### src/rtl/jt1943_romcache_pkg.sv
// Shared types and helpers for the jt1943 ROM read cache.
package jt1943_romcache_pkg;

  typedef enum logic {
    IDLE = 1'b0,
    WAIT = 1'b1
  } state_t;

  // Number of low consumer-address bits that select inside a 32-bit line.
  function automatic int drop_bits(input int dw);
    case (dw)
      8:       return 2;
      16:      return 1;
      default: return 0;
    endcase
  endfunction

endpackage

### src/rtl/jt1943_romcache_line.sv
// One cache line: tag, valid bit and 32-bit data, plus tag match.
module jt1943_romcache_line #(
  parameter int AW = 18
) (
  input  logic          clk,
  input  logic          rst,
  input  logic          we,
  input  logic [AW-1:0] tag_in,
  input  logic [31:0]   din,
  input  logic [AW-1:0] line_addr,
  output logic          match,
  output logic [31:0]   data
);

  logic          valid_r;
  logic [AW-1:0] tag_r;

  // Load the line on a fill strobe; reset clears the valid bit and contents.
  always_ff @(posedge clk) begin
    if (rst) begin
      valid_r <= 1'b0;
      tag_r   <= '0;
      data    <= 32'h0000_0000;
    end else if (we) begin
      valid_r <= 1'b1;
      tag_r   <= tag_in;
      data    <= din;
    end
  end

  assign match = valid_r && (tag_r == line_addr);

endmodule

### src/rtl/jt1943_romcache.sv
// N-entry fully associative ROM read cache in front of a 32-bit SDRAM burst port.
// Optional hit/miss statistics are built when JT1943_ROMCACHE_STATS_EN is defined.
module jt1943_romcache
  import jt1943_romcache_pkg::*;
#(
  parameter int AW        = 18,
  parameter int DW        = 8,
  parameter int ENTRIES   = 4,
  parameter int INVERT_A0 = 0
) (
  input  logic          clk,
  input  logic          rst,
  input  logic          cen,
  input  logic [AW-1:0] addr,
  input  logic          addr_ok,
  input  logic [31:0]   din,
  input  logic          we,
  output logic          req,
  output logic [AW-1:0] addr_req,
  output logic [DW-1:0] dout,
  output logic          data_ok,
  output logic [15:0]   hit_cnt,
  output logic [15:0]   miss_cnt
);

  localparam int            PW    = $clog2(ENTRIES);
  localparam int            DROP  = drop_bits(DW);
  localparam logic [AW-1:0] LMASK = ~((AW'(1) << DROP) - AW'(1));

  state_t                state_r;
  logic [PW-1:0]         ptr_r;
  logic [AW-1:0]         line_addr_s;
  logic [ENTRIES-1:0]    match_s;
  logic [ENTRIES-1:0]    wr_s;
  logic [31:0]           data_s [ENTRIES];
  logic [31:0]           line_s;
  logic                  hit_s;
  logic [1:0]            sel_s;
  logic [DW-1:0]         word_s;
  logic                  fill_s;
  logic                  miss_s;

  assign line_addr_s = addr & LMASK;
  assign fill_s      = cen && (state_r == WAIT) && we;
  assign miss_s      = cen && (state_r == IDLE) && addr_ok && !hit_s;

  genvar gi;
  generate
    for (gi = 0; gi < ENTRIES; gi++) begin : g_line
      assign wr_s[gi] = fill_s && (ptr_r == PW'(gi));
      jt1943_romcache_line #(.AW(AW)) u_line (
        .clk       (clk),
        .rst       (rst),
        .we        (wr_s[gi]),
        .tag_in    (addr_req),
        .din       (din),
        .line_addr (line_addr_s),
        .match     (match_s[gi]),
        .data      (data_s[gi])
      );
    end
  endgenerate

  // One-hot OR mux: fills only happen on misses, so at most one line matches.
  always_comb begin
    hit_s  = 1'b0;
    line_s = 32'h0000_0000;
    for (int i = 0; i < ENTRIES; i++) begin
      if (match_s[i]) begin
        hit_s  = 1'b1;
        line_s = line_s | data_s[i];
      end else begin
        line_s = line_s;
      end
    end
  end

  assign sel_s = {addr[1], (INVERT_A0 != 0) ? ~addr[0] : addr[0]};

  // Pick the byte/half/long inside the hit line; INVERT_A0 serves byte-swapped ROMs.
  always_comb begin
    word_s = '0;
    if (DW == 8) begin
      word_s = DW'(line_s >> {sel_s, 3'b000});
    end else if (DW == 16) begin
      word_s = DW'(line_s >> {sel_s[0], 4'b0000});
    end else begin
      word_s = DW'(line_s);
    end
  end

  // Request FSM, victim pointer and registered read port.
  always_ff @(posedge clk) begin
    if (rst) begin
      state_r  <= IDLE;
      ptr_r    <= '0;
      req      <= 1'b0;
      addr_req <= '0;
      dout     <= '0;
      data_ok  <= 1'b0;
    end else if (cen) begin
      data_ok <= addr_ok && hit_s;
      if (addr_ok && hit_s) begin
        dout <= word_s;
      end
      case (state_r)
        IDLE: begin
          if (addr_ok && !hit_s) begin
            addr_req <= line_addr_s;
            req      <= 1'b1;
            state_r  <= WAIT;
          end
        end
        WAIT: begin
          if (we) begin
            ptr_r   <= ptr_r + PW'(1);
            req     <= 1'b0;
            state_r <= IDLE;
          end
        end
        default: begin
          req     <= 1'b0;
          state_r <= IDLE;
        end
      endcase
    end
  end

`ifdef JT1943_ROMCACHE_STATS_EN
  logic [15:0] hit_cnt_r;
  logic [15:0] miss_cnt_r;

  // Saturating hit/miss statistics.
  always_ff @(posedge clk) begin
    if (rst) begin
      hit_cnt_r  <= 16'h0000;
      miss_cnt_r <= 16'h0000;
    end else if (cen) begin
      if (addr_ok && hit_s && (hit_cnt_r != 16'hFFFF)) begin
        hit_cnt_r <= hit_cnt_r + 16'h0001;
      end
      if (miss_s && (miss_cnt_r != 16'hFFFF)) begin
        miss_cnt_r <= miss_cnt_r + 16'h0001;
      end
    end
  end

  assign hit_cnt  = hit_cnt_r;
  assign miss_cnt = miss_cnt_r;
`else
  assign hit_cnt  = 16'h0000;
  assign miss_cnt = 16'h0000;
`endif

endmodule

### config.mk
export PLATFORM = sky130hd
export DESIGN_NAME = jt1943_romcache
export DESIGN_NICKNAME = d
export VERILOG_FILES = /design/src/rtl/jt1943_romcache_pkg.sv /design/src/rtl/jt1943_romcache_line.sv /design/src/rtl/jt1943_romcache.sv
export SDC_FILE = /design/constraint.sdc
export NUM_CORES = 1
export LEC_CHECK = 0
export ABC_CLOCK_PERIOD_IN_PS = 4900
export CORE_MARGIN = 4
export CORE_UTILIZATION = 60
export DETAILED_ROUTE_END_ITERATION = 7
export PLACE_DENSITY_LB_ADDON = 0.2
export SYNTH_ARGS = -nofsm -noshare
export SYNTH_HDL_FRONTEND = slang
export SYNTH_SLANG_ARGS = --single-unit
### constraint.sdc
create_clock -name clk -period 4.9 [get_ports clk]
set_clock_uncertainty 0.15 [all_clocks]
set_input_delay 0.49 -clock clk [delete_from_list [all_inputs] [get_ports clk]]
set_output_delay 0.49 -clock clk [all_outputs]
set_load 0.1 [all_outputs]
==> report_table.html, run 1 <==
<table>
<tr><th>Metric</th><th>Value</th></tr>
<tr><th colspan="2">Status</th></tr>
<tr><td>Result of the run</td><td>finished, final reports clean</td></tr>
<tr><th colspan="2">Logic synthesis</th></tr>
<tr><td>Proportion of synthesized chip area in sequential cells</td><td>0.452</td></tr>
<tr><td>Mapped Cells</td><td>1,301</td></tr>
<tr><td>Mapped Area</td><td>9960 um2</td></tr>
<tr><td>Distinct cell type count of the synthesized netlist</td><td>53</td></tr>
<tr><td>Count of flip-flops with a built-in enable after synthesis</td><td>0</td></tr>
<tr><td>Synth Area per Inst</td><td>7.65 um2</td></tr>
<tr><td>Proportion of synthesized flip-flops having asynchronous set or reset</td><td>0</td></tr>
<tr><td>Number of synthesis warnings</td><td>0</td></tr>
<tr><td>Area share of the largest cell type after synthesis</td><td>0.452</td></tr>
<tr><td>Largest cells by area after synthesis</td><td>dfxtp_1, nand2_1, a21oi_1</td></tr>
<tr><td>Flip-flop cell with the highest count after synthesis</td><td>dfxtp_1</td></tr>
<tr><td>Register bit count reported by yosys</td><td>225</td></tr>
<tr><td>Cell taking the most area after synthesis</td><td>dfxtp_1</td></tr>
<tr><th colspan="2">Clock tree</th></tr>
<tr><td>Clock-pin slew on the worst setup and hold paths</td><td>0.06 ns</td></tr>
<tr><td>TritonCTS Buffers</td><td>24</td></tr>
<tr><td>Source-to-sink clock delay at the later pin of the worst-skew pair</td><td>0.50 ns</td></tr>
<tr><td>Clk root buf</td><td>clkbuf_16</td></tr>
<tr><td>Number of buffers added for setup after CTS</td><td>0</td></tr>
<tr><td>Resized Gates After CTS</td><td>0</td></tr>
<tr><td>TritonCTS clock tree</td><td>done</td></tr>
<tr><td>CTS sink count</td><td>225</td></tr>
<tr><td>Clock Tree Buf Depth</td><td>3</td></tr>
<tr><td>Total of hold buffers inserted after clock tree synthesis</td><td>0</td></tr>
<tr><td>CTS HTree Levels</td><td>1</td></tr>
<tr><th colspan="2">Global routing</th></tr>
<tr><td>Antenna violations before repair</td><td>0</td></tr>
<tr><td>GR Layer Usage met1</td><td>0.455</td></tr>
<tr><td>Total Routing Usage GR</td><td>0.317</td></tr>
<tr><td>Met2 routing resource usage after global routing</td><td>0.485</td></tr>
<tr><td>Vias in the first global route</td><td>8,533</td></tr>
<tr><td>GR peak layer</td><td>met2</td></tr>
<tr><td>Largest net degree at the start of global routing</td><td>106</td></tr>
<tr><td>Met3 track utilization from global routing</td><td>0.0710</td></tr>
<tr><td>Wire length of the first global-routing pass</td><td>46,500 um</td></tr>
<tr><td>Congestion Overflow GR</td><td>0</td></tr>
<tr><th colspan="2">Timing</th></tr>
<tr><td>Shortest period the worst path allows</td><td>3.43 ns</td></tr>
<tr><td>Slew Viols, Final</td><td>0</td></tr>
<tr><td>Number of endpoints with negative hold slack in the final report</td><td>0</td></tr>
<tr><td>Fraction of the cycle the final worst path needs</td><td>0.700</td></tr>
<tr><td>Final-report setup violation count</td><td>0</td></tr>
<tr><td>Relative slew slack</td><td>0.337</td></tr>
<tr><td>RSZ-0062 raised after global routing</td><td>false</td></tr>
<tr><td>TNS Setup</td><td>0 ns</td></tr>
<tr><td>Fmax</td><td>291 MHz</td></tr>
<tr><td>Transition time at the pin with the least slew margin</td><td>0.991 ns</td></tr>
<tr><th colspan="2">Cells and area</th></tr>
<tr><td>Design area</td><td>11,400 um2</td></tr>
<tr><td>Number of nets in the finished design</td><td>1,379</td></tr>
<tr><td>Signed area change from the synthesized netlist to the final layout</td><td>14.3%</td></tr>
<tr><td>Share of layout cells above drive strength 1</td><td>0.0533</td></tr>
<tr><td>Final std cells w/o fill</td><td>1,547</td></tr>
<tr><td>Diodes inserted</td><td>0</td></tr>
<tr><th colspan="2">Setup path</th></tr>
<tr><td>CP max FO</td><td>18</td></tr>
<tr><td>Data arrival time of the critical path</td><td>3.66 ns</td></tr>
<tr><td>FF-to-FF path depth</td><td>7</td></tr>
<tr><td>Logic depth of the worst setup path including buffers</td><td>8</td></tr>
<tr><td>Start point of the critical path</td><td>addr[14]</td></tr>
<tr><td>Cell occurring most often along the worst timing path</td><td>and3_1</td></tr>
<tr><td>Kind of capture point of the worst setup path</td><td>flop</td></tr>
<tr><td>Path type of the worst setup path</td><td>in2reg</td></tr>
<tr><td>Buf/Inv on CP</td><td>1</td></tr>
<tr><td>Worst path max stage delay</td><td>0.64 ns</td></tr>
<tr><td>Required time worst endpoint</td><td>5.12 ns</td></tr>
<tr><td>Launching element type of the critical path</td><td>input port</td></tr>
<tr><td>Endpoint of the worst-slack reg-to-reg timing path</td><td>addr_req[11]$_SDFFE_PP0P_</td></tr>
<tr><td>Slack of the worst reg-to-reg path</td><td>1.75 ns</td></tr>
<tr><td>Slowest cell on the critical path</td><td>and3_1</td></tr>
<tr><td>Kind of cell adding the most delay to the critical path</td><td>simple AND/OR/NAND/NOR gates</td></tr>
<tr><td>Crit path to</td><td>addr_req[11]$_SDFFE_PP0P_</td></tr>
<tr><td>Crit path cell chain</td><td>clkdlybuf4s50_1, xnor2_1, and3_1, and3_1, nor4_1, nand2_2, mux2i_1, nor2_1</td></tr>
<tr><td>Beginning of the worst register-to-register path</td><td>g_line[1].u_line.tag_r[7]$_SDFFE_PP0P_</td></tr>
<tr><th colspan="2">Floorplan</th></tr>
<tr><td>Core region area</td><td>16,100 um2</td></tr>
<tr><td>Total die area</td><td>18,700 um2</td></tr>
<tr><td>Site Rows</td><td>46</td></tr>
<tr><td>Die span in y</td><td>137 um</td></tr>
<tr><td>Top-level I/O count</td><td>115</td></tr>
<tr><td>Starting density of the core</td><td>0.620</td></tr>
<tr><td>Chip width</td><td>137 um</td></tr>
<tr><th colspan="2">Drt</th></tr>
<tr><td>Number of nets still failing antenna checks after routing</td><td>0</td></tr>
<tr><td>Total wire length</td><td>30,000 um</td></tr>
<tr><td>1st-iter DRT viols</td><td>1,298</td></tr>
<tr><td>Via count of the routed design</td><td>9,195</td></tr>
<tr><td>Number of vias per cell</td><td>5.94</td></tr>
<tr><td>Detailed-route DRC error count</td><td>0</td></tr>
<tr><td>DR pass1 iterations</td><td>7</td></tr>
<tr><td>WL/cell</td><td>19.4 um</td></tr>
<tr><th colspan="2">Pwr</th></tr>
<tr><td>P_int</td><td>2.96 mW</td></tr>
<tr><td>Cell area power density</td><td>351 nW/um2</td></tr>
<tr><td>Worst IR Drop VDD</td><td>311 uV</td></tr>
<tr><td>Part of the power in combinational logic</td><td>0.099</td></tr>
<tr><td>Leak</td><td>3.84 nW</td></tr>
<tr><td>Part of the total power dissipated in sequential elements</td><td>0.466</td></tr>
<tr><td>Clock network fraction of total power</td><td>0.435</td></tr>
<tr><td>Switching power summed over all nets</td><td>1.03 mW</td></tr>
<tr><td>Net switching share of the total power</td><td>0.257</td></tr>
<tr><th colspan="2">Placed design</th></tr>
<tr><td>Input/output buffers</td><td>80</td></tr>
<tr><td>GPL Wtd Cong</td><td>0.976</td></tr>
<tr><td>Placed cell areas</td><td>10,600 um2</td></tr>
<tr><td>Total instance count after detailed placement</td><td>1,510</td></tr>
<tr><td>HPWL reported at the end of detailed placement</td><td>19,100 um</td></tr>
<tr><th colspan="2">Worst hold path</th></tr>
<tr><td>Path category of the worst min-delay check</td><td>reg2reg</td></tr>
<tr><th colspan="2">Flow run</th></tr>
<tr><td>Number of maximum-capacitance constraint violations</td><td>0</td></tr>
</table>
area by class of cell:
class / instances / area, um2
multi-input cells: 963 / 4890
fillers: 1328 / 4670
flip-flops and latches: 225 / 4500
repair buffers: 101 / 960
clock buffers: 32 / 692
well taps: 216 / 270
clock inverters: 5 / 50.0
inverters: 5 / 18.8
per-layer routing:
layer	part of all wire	wire length, um
met3	0.11	3430
met4	0.024	728
met1	0.42	12600
met5	0	0
met2	0.44	13200
power by group through the flow:
| stage | clock network (mW) | registers, mW | logic [mW] |
|---|---|---|---|
| global placement | 0 | 1.90 | 0.388 |
| CTS | 1.74 | 1.86 | 0.389 |
| global route | 1.81 | 1.86 | 0.411 |
| finish | 1.74 | 1.86 | 0.394 |
| floorplan | 0 | 1.95 | 0.250 |
| detailed placement | 0 | 1.90 | 0.388 |
worst min path at each step:
stage	start	to	slack, ns	cells past startpoint
after global placement	g_line[1].u_line.data[5]$_SDFFE_PP0P_	g_line[1].u_line.data[5]$_SDFFE_PP0P_	0.29	2
after detailed placement	g_line[2].u_line.data[22]$_SDFFE_PP0P_	g_line[2].u_line.data[22]$_SDFFE_PP0P_	0.30	2
final	g_line[2].u_line.data[22]$_SDFFE_PP0P_	g_line[2].u_line.data[22]$_SDFFE_PP0P_	0.30	2
after floorplan	g_line[2].u_line.data[22]$_SDFFE_PP0P_	g_line[2].u_line.data[22]$_SDFFE_PP0P_	0.28	2
after CTS	g_line[2].u_line.data[22]$_SDFFE_PP0P_	g_line[2].u_line.data[22]$_SDFFE_PP0P_	0.30	2
after global routing	g_line[1].u_line.data[18]$_SDFFE_PP0P_	g_line[1].u_line.data[18]$_SDFFE_PP0P_	0.32	2
layout by cell type, fill, tap and decap left out, types with 3 or more instances in the layout:
master / netlist / final
xor2_1: 22 / 22
mux2_2: 3 / 3
clkbuf_1: 91 / 3
mux2i_1: 17 / 17
nand2_1: 407 / 406
nor3_1: 11 / 11
inv_1: 4 / 4
clkinv_2: 0 / 4
clkbuf_16: 0 / 25
a2111oi_0: 3 / 3
dfxtp_1: 225 / 225
and2_1: 8 / 4
and2_2: 0 / 4
buf_4: 36 / 21
clkbuf_8: 0 / 4
xnor2_1: 43 / 43
a222oi_1: 9 / 9
and3_1: 8 / 8
nor2_1: 47 / 47
clkdlybuf4s50_1: 0 / 79
conb_1: 1 / 34
nand2b_1: 6 / 6
ha_1: 4 / 4
a22oi_1: 20 / 20
nand3_1: 48 / 48
nor4_1: 6 / 5
nand4_1: 22 / 22
a21oi_1: 209 / 209
Yosys cell counts (all sizes together) (2+ instances only):
library cell  number
a2111oi            3
a211oi             2
a21oi            209
a221oi             2
a222oi             9
a22oi             20
a31oi              2
a41oi              2
and2               8
and3               8
buf               50
clkbuf            91
dfxtp            225
ha                 4
inv                4
mux2               3
mux2i             17
nand2            408
nand2b             6
nand3             48
nand4             22
nor2              47
nor2b              2
nor3              11
nor4               7
o21ai              2
o22ai              2
or3                2
or4                3
or4b               4
xnor2             43
xor2              22
cell families (layout without fill, tap and decap cells):
logic type	after synthesis	count (layout)	synth area share
AOI/OAI and AO/OA	262	262	0.149
xor gates and xnor gates	65	65	0.0572
adders and majority gates	4	4	0.00503
buffers and inverters	146	143	0.0704
DFF	225	225	0.452
muxes	20	20	0.0205
other	1	34	0.000377
and+or+nand+nor	578	578	0.245
worst register-to-register path: cells and delay by family (launching register included):
family / cells / cell delay (ns)
and+or+nand+nor: 5 / 1.91
xor gates and xnor gates: 1 / 0.34
muxes: 1 / 0.31
DFF: 1 / 0.32
state kept, by name, summed over array words and instances, names as in the netlist, 2 cells and up:
name,flops
g_line.u_line.tag_r,64
g_line.u_line.data,128
g_line.u_line.valid_r,4
addr_req,16
ptr_r,2
dout,8
metrics by stage:
| stage | setup slack (ns) | utilization | hold WS, ns | power, mW |
|---|---|---|---|---|
| 2_1_floorplan | 2.09 | - | 0.282 | 2.19 |
| 3_3_place_gp | 1.10 | 0.663 | 0.291 | 2.29 |
| 3_5_place_dp | 1.05 | 0.663 | 0.296 | 2.29 |
| 4_1_cts | 1.56 | 0.709 | 0.304 | 3.99 |
| 5_1_grt | 1.32 | 0.709 | 0.319 | 4.08 |
| 6_report | 1.47 | 0.709 | 0.300 | 3.99 |
Note: power is estimated with default switching activity, not from simulation.
==> inputs of run 2 (changes only) <==
--- a/config.mk
+++ b/config.mk
@@ -5,9 +5,9 @@
 export SDC_FILE = /design/constraint.sdc
 export NUM_CORES = 1
 export LEC_CHECK = 0
-export ABC_CLOCK_PERIOD_IN_PS = 4900
+export ABC_CLOCK_PERIOD_IN_PS = 3000
 export CORE_MARGIN = 4
-export CORE_UTILIZATION = 60
+export CORE_UTILIZATION = 51
 export DETAILED_ROUTE_END_ITERATION = 7
 export PLACE_DENSITY_LB_ADDON = 0.2
 export SYNTH_ARGS = -nofsm -noshare
==> constraint.sdc (replaced) <==
create_clock -name clk -period 3 [get_ports clk]
set_clock_uncertainty 0.15 [all_clocks]
set_input_delay 0.3 -clock clk [delete_from_list [all_inputs] [get_ports clk]]
set_output_delay 0.3 -clock clk [all_outputs]
set_load 0.1 [all_outputs]
==> run 2 against run 1 <==
Compared with the run above:
- setup slack got worse by 1.3 ns
- die area increased by 17%
- cell area increased by 5.8%
- routed wire length increased by 3.3%
- sequential power increased by 63%
- total power increased by 67%
- cell count increased by 7.6%
- first-iteration DRC count decreased by 17%
==> report_table.html, run 2 (synthesis results as in run 1) <==
<table>
<tr><th>Metric</th><th>Value</th></tr>
<tr><th colspan="2">Clock tree</th></tr>
<tr><td>Resized Gates After CTS</td><td>0</td></tr>
<tr><td>CTS HTree Levels</td><td>1</td></tr>
<tr><td>TritonCTS clock tree</td><td>done</td></tr>
<tr><td>Total of hold buffers inserted after clock tree synthesis</td><td>0</td></tr>
<tr><td>Source-to-sink clock delay at the later pin of the worst-skew pair</td><td>0.51 ns</td></tr>
<tr><td>Clk root buf</td><td>clkbuf_16</td></tr>
<tr><td>Clock-pin slew on the worst setup and hold paths</td><td>0.06 ns</td></tr>
<tr><td>TritonCTS Buffers</td><td>24</td></tr>
<tr><td>Number of buffers added for setup after CTS</td><td>0</td></tr>
<tr><td>Clock Tree Buf Depth</td><td>3</td></tr>
<tr><td>CTS sink count</td><td>225</td></tr>
<tr><th colspan="2">Cells and area</th></tr>
<tr><td>Filler instances</td><td>1,690</td></tr>
<tr><td>Final std cells w/o fill</td><td>1,665</td></tr>
<tr><td>Share of layout cells above drive strength 1</td><td>0.121</td></tr>
<tr><td>Signed area change from the synthesized netlist to the final layout</td><td>21.0%</td></tr>
<tr><td>Flip-flop count of the largest register after layout</td><td>128</td></tr>
<tr><td>Register Area</td><td>4500 um2</td></tr>
<tr><td>Most common cell after layout, fill and taps aside</td><td>nand2_1</td></tr>
<tr><td>Largest regs</td><td>g_line.u_line.data: 128 flops, g_line.u_line.tag_r: 64 flops, addr_req: 16 flops</td></tr>
<tr><td>Number of nets in the finished design</td><td>1,448</td></tr>
<tr><td>Leading cell types in the layout, fill and taps excluded</td><td>nand2_1, dfxtp_1, a21oi_1</td></tr>
<tr><td>Diodes inserted</td><td>0</td></tr>
<tr><td>Top register by number of flip-flops</td><td>g_line.u_line.data</td></tr>
<tr><td>Total area of multi-input combinational cells</td><td>4900 um2</td></tr>
<tr><th colspan="2">Drt</th></tr>
<tr><td>WL/cell</td><td>18.6 um</td></tr>
<tr><td>Via count of the routed design</td><td>9,351</td></tr>
<tr><td>DR pass1 iterations</td><td>6</td></tr>
<tr><td>Number of nets still failing antenna checks after routing</td><td>0</td></tr>
<tr><td>Total wire length</td><td>31,000 um</td></tr>
<tr><td>Detailed-route DRC error count</td><td>0</td></tr>
<tr><td>1st-iter DRT viols</td><td>1,075</td></tr>
<tr><td>Number of vias per cell</td><td>5.62</td></tr>
<tr><th colspan="2">Placed design</th></tr>
<tr><td>Total instance count after detailed placement</td><td>1,623</td></tr>
<tr><td>HPWL reported at the end of detailed placement</td><td>20,600 um</td></tr>
<tr><td>Input/output buffers</td><td>80</td></tr>
<tr><td>GPL Wtd Cong</td><td>0.953</td></tr>
<tr><th colspan="2">Floorplan</th></tr>
<tr><td>Starting density of the core</td><td>0.525</td></tr>
<tr><td>Site Rows</td><td>50</td></tr>
<tr><td>Die span in y</td><td>148 um</td></tr>
<tr><td>Chip width</td><td>148 um</td></tr>
<tr><td>Core region area</td><td>19,000 um2</td></tr>
<tr><td>Total die area</td><td>21,800 um2</td></tr>
<tr><td>Top-level I/O count</td><td>115</td></tr>
<tr><th colspan="2">Timing</th></tr>
<tr><td>Transition time at the pin with the least slew margin</td><td>0.883 ns</td></tr>
<tr><td>Slew Viols, Final</td><td>0</td></tr>
<tr><td>Final hold slack</td><td>0.218 ns</td></tr>
<tr><td>Shortest period the worst path allows</td><td>2.84 ns</td></tr>
<tr><td>RSZ-0062 raised after global routing</td><td>false</td></tr>
<tr><td>Number of endpoints with negative hold slack in the final report</td><td>0</td></tr>
<tr><td>Fraction of the cycle the final worst path needs</td><td>0.947</td></tr>
<tr><td>Relative slew slack</td><td>0.411</td></tr>
<tr><td>Final-report setup violation count</td><td>0</td></tr>
<tr><td>Fmax</td><td>352 MHz</td></tr>
<tr><th colspan="2">Global routing</th></tr>
<tr><td>Congestion Overflow GR</td><td>0</td></tr>
<tr><td>Largest net degree at the start of global routing</td><td>115</td></tr>
<tr><td>Total Routing Usage GR</td><td>0.274</td></tr>
<tr><td>Wire length of the first global-routing pass</td><td>48,300 um</td></tr>
<tr><td>Antenna violations before repair</td><td>0</td></tr>
<tr><td>Vias in the first global route</td><td>8,575</td></tr>
<tr><th colspan="2">Pwr</th></tr>
<tr><td>Switching power summed over all nets</td><td>1.73 mW</td></tr>
<tr><td>Leak</td><td>4.27 nW</td></tr>
<tr><td>P_int</td><td>4.94 mW</td></tr>
<tr><td>Clock network fraction of total power</td><td>0.441</td></tr>
<tr><td>Part of the power in combinational logic</td><td>0.103</td></tr>
<tr><td>Net switching share of the total power</td><td>0.259</td></tr>
<tr><td>Cell area power density</td><td>554 nW/um2</td></tr>
<tr><td>PnR Total Power</td><td>6.67 mW</td></tr>
<tr><td>Part of the total power dissipated in sequential elements</td><td>0.455</td></tr>
<tr><td>Worst IR Drop VDD</td><td>408 uV</td></tr>
<tr><th colspan="2">Setup path</th></tr>
<tr><td>FF-to-FF path depth</td><td>9</td></tr>
<tr><td>Path type of the worst setup path</td><td>in2reg</td></tr>
<tr><td>Endpoint of the worst-slack reg-to-reg timing path</td><td>dout[6]$_SDFFE_PP0P_</td></tr>
<tr><td>Crit path to</td><td>dout[7]$_SDFFE_PP0P_</td></tr>
<tr><td>Slowest cell on the critical path</td><td>or4_1</td></tr>
<tr><td>Slack of the worst reg-to-reg path</td><td>0.18 ns</td></tr>
<tr><td>Start point of the critical path</td><td>addr[13]</td></tr>
<tr><td>CP max FO</td><td>5</td></tr>
<tr><td>Data arrival time of the critical path</td><td>3.05 ns</td></tr>
<tr><td>Crit path cell chain</td><td>clkdlybuf4s50_1, xor2_1, or4_1, nor4_1, buf_4, and2_1, o41ai_1, buf_4, nor4_1, nor3_1</td></tr>
<tr><td>Kind of capture point of the worst setup path</td><td>flop</td></tr>
<tr><td>Beginning of the worst register-to-register path</td><td>g_line[1].u_line.tag_r[10]$_SDFFE_PP0P_</td></tr>
<tr><td>Worst path max stage delay</td><td>0.58 ns</td></tr>
<tr><td>Required time worst endpoint</td><td>3.21 ns</td></tr>
<tr><td>Launching element type of the critical path</td><td>input port</td></tr>
<tr><th colspan="2">Flow run</th></tr>
<tr><td>Number of maximum-capacitance constraint violations</td><td>0</td></tr>
<tr><th colspan="2">Status</th></tr>
<tr><td>Result of the run</td><td>finished, final reports clean</td></tr>
<tr><th colspan="2">Worst hold path</th></tr>
<tr><td>Path category of the worst min-delay check</td><td>in2reg</td></tr>
</table>
## run 2: changes by cell type in the layout (fill, tap and decap cells not counted), sizes merged
cell           delta
bufinv            +1
clkdlybuf4s50    -26
clkinvlp          +1
clkbuf            +3
buf              +95
## run 2: worst min path at each step
| stage | from | endpoint | slack, ns | cells past startpoint |
|---|---|---|---|---|
| final | rst | g_line[0].u_line.data[11]$_SDFFE_PP0P_ | 0.22 | 2 |
| after global routing | rst | g_line[0].u_line.data[19]$_SDFFE_PP0P_ | 0.24 | 2 |
| after CTS | rst | ptr_r[0]$_SDFFE_PP0P_ | 0.18 | 2 |
| after detailed placement | g_line[3].u_line.data[9]$_SDFFE_PP0P_ | g_line[3].u_line.data[9]$_SDFFE_PP0P_ | 0.30 | 2 |
| after global placement | g_line[2].u_line.data[10]$_SDFFE_PP0P_ | g_line[2].u_line.data[10]$_SDFFE_PP0P_ | 0.29 | 2 |
| after floorplan | g_line[2].u_line.data[22]$_SDFFE_PP0P_ | g_line[2].u_line.data[22]$_SDFFE_PP0P_ | 0.28 | 2 |
## run 2: layout make-up
| class | count | share of cell area |
|---|---|---|
| Inverter | 5 | 0.00156 |
| Tap cell | 260 | 0.0270 |
| Timing Repair Buffer | 170 | 0.127 |
| Sequential cell | 225 | 0.374 |
| Multi-Input combinational cell | 963 | 0.407 |
| Clock inverter | 7 | 0.00727 |
| Clock buffer | 35 | 0.0567 |
## run 2: layer usage
layer | GRT usage | up-vias | routed length, um
li1 | - | 4444 | -
met1 | 0.401 | 4438 | 13800
met2 | 0.423 | 424 | 13800
met3 | 0.0472 | 45 | 2790
met4 | 0.0615 | 0 | 542
met5 | 0 | - | 0
## run 2: power groups by stage
stage	Clock, mW	Combinational [mW]	Sequential, mW
after floorplan	0	0.408	3.18
after detailed placement	0	0.678	3.10
final	2.94	0.688	3.04
after global routing	3.10	0.716	3.04
after CTS	2.96	0.681	3.04
after global placement	0	0.677	3.10
## run 2: per-stage QoR
step	util	TNS [ns]	setup slack (ns)	area [um2]
detailed placement	0.595	-3.91	-0.302	11300
global placement	0.595	-3.23	-0.257	11300
global route	0.636	0	0.000140	12000
floorplan	-	0	0.385	10100
finish	0.636	0	0.160	12000
CTS	0.636	0	0.205	12000
## run 2: critical path, delay by kind of cell
kind / cells / cell delay, ns
compound gates: 1 / 0.19
buf+inv: 3 / 0.88
xor+xnor: 1 / 0.22
simple gates: 5 / 1.46
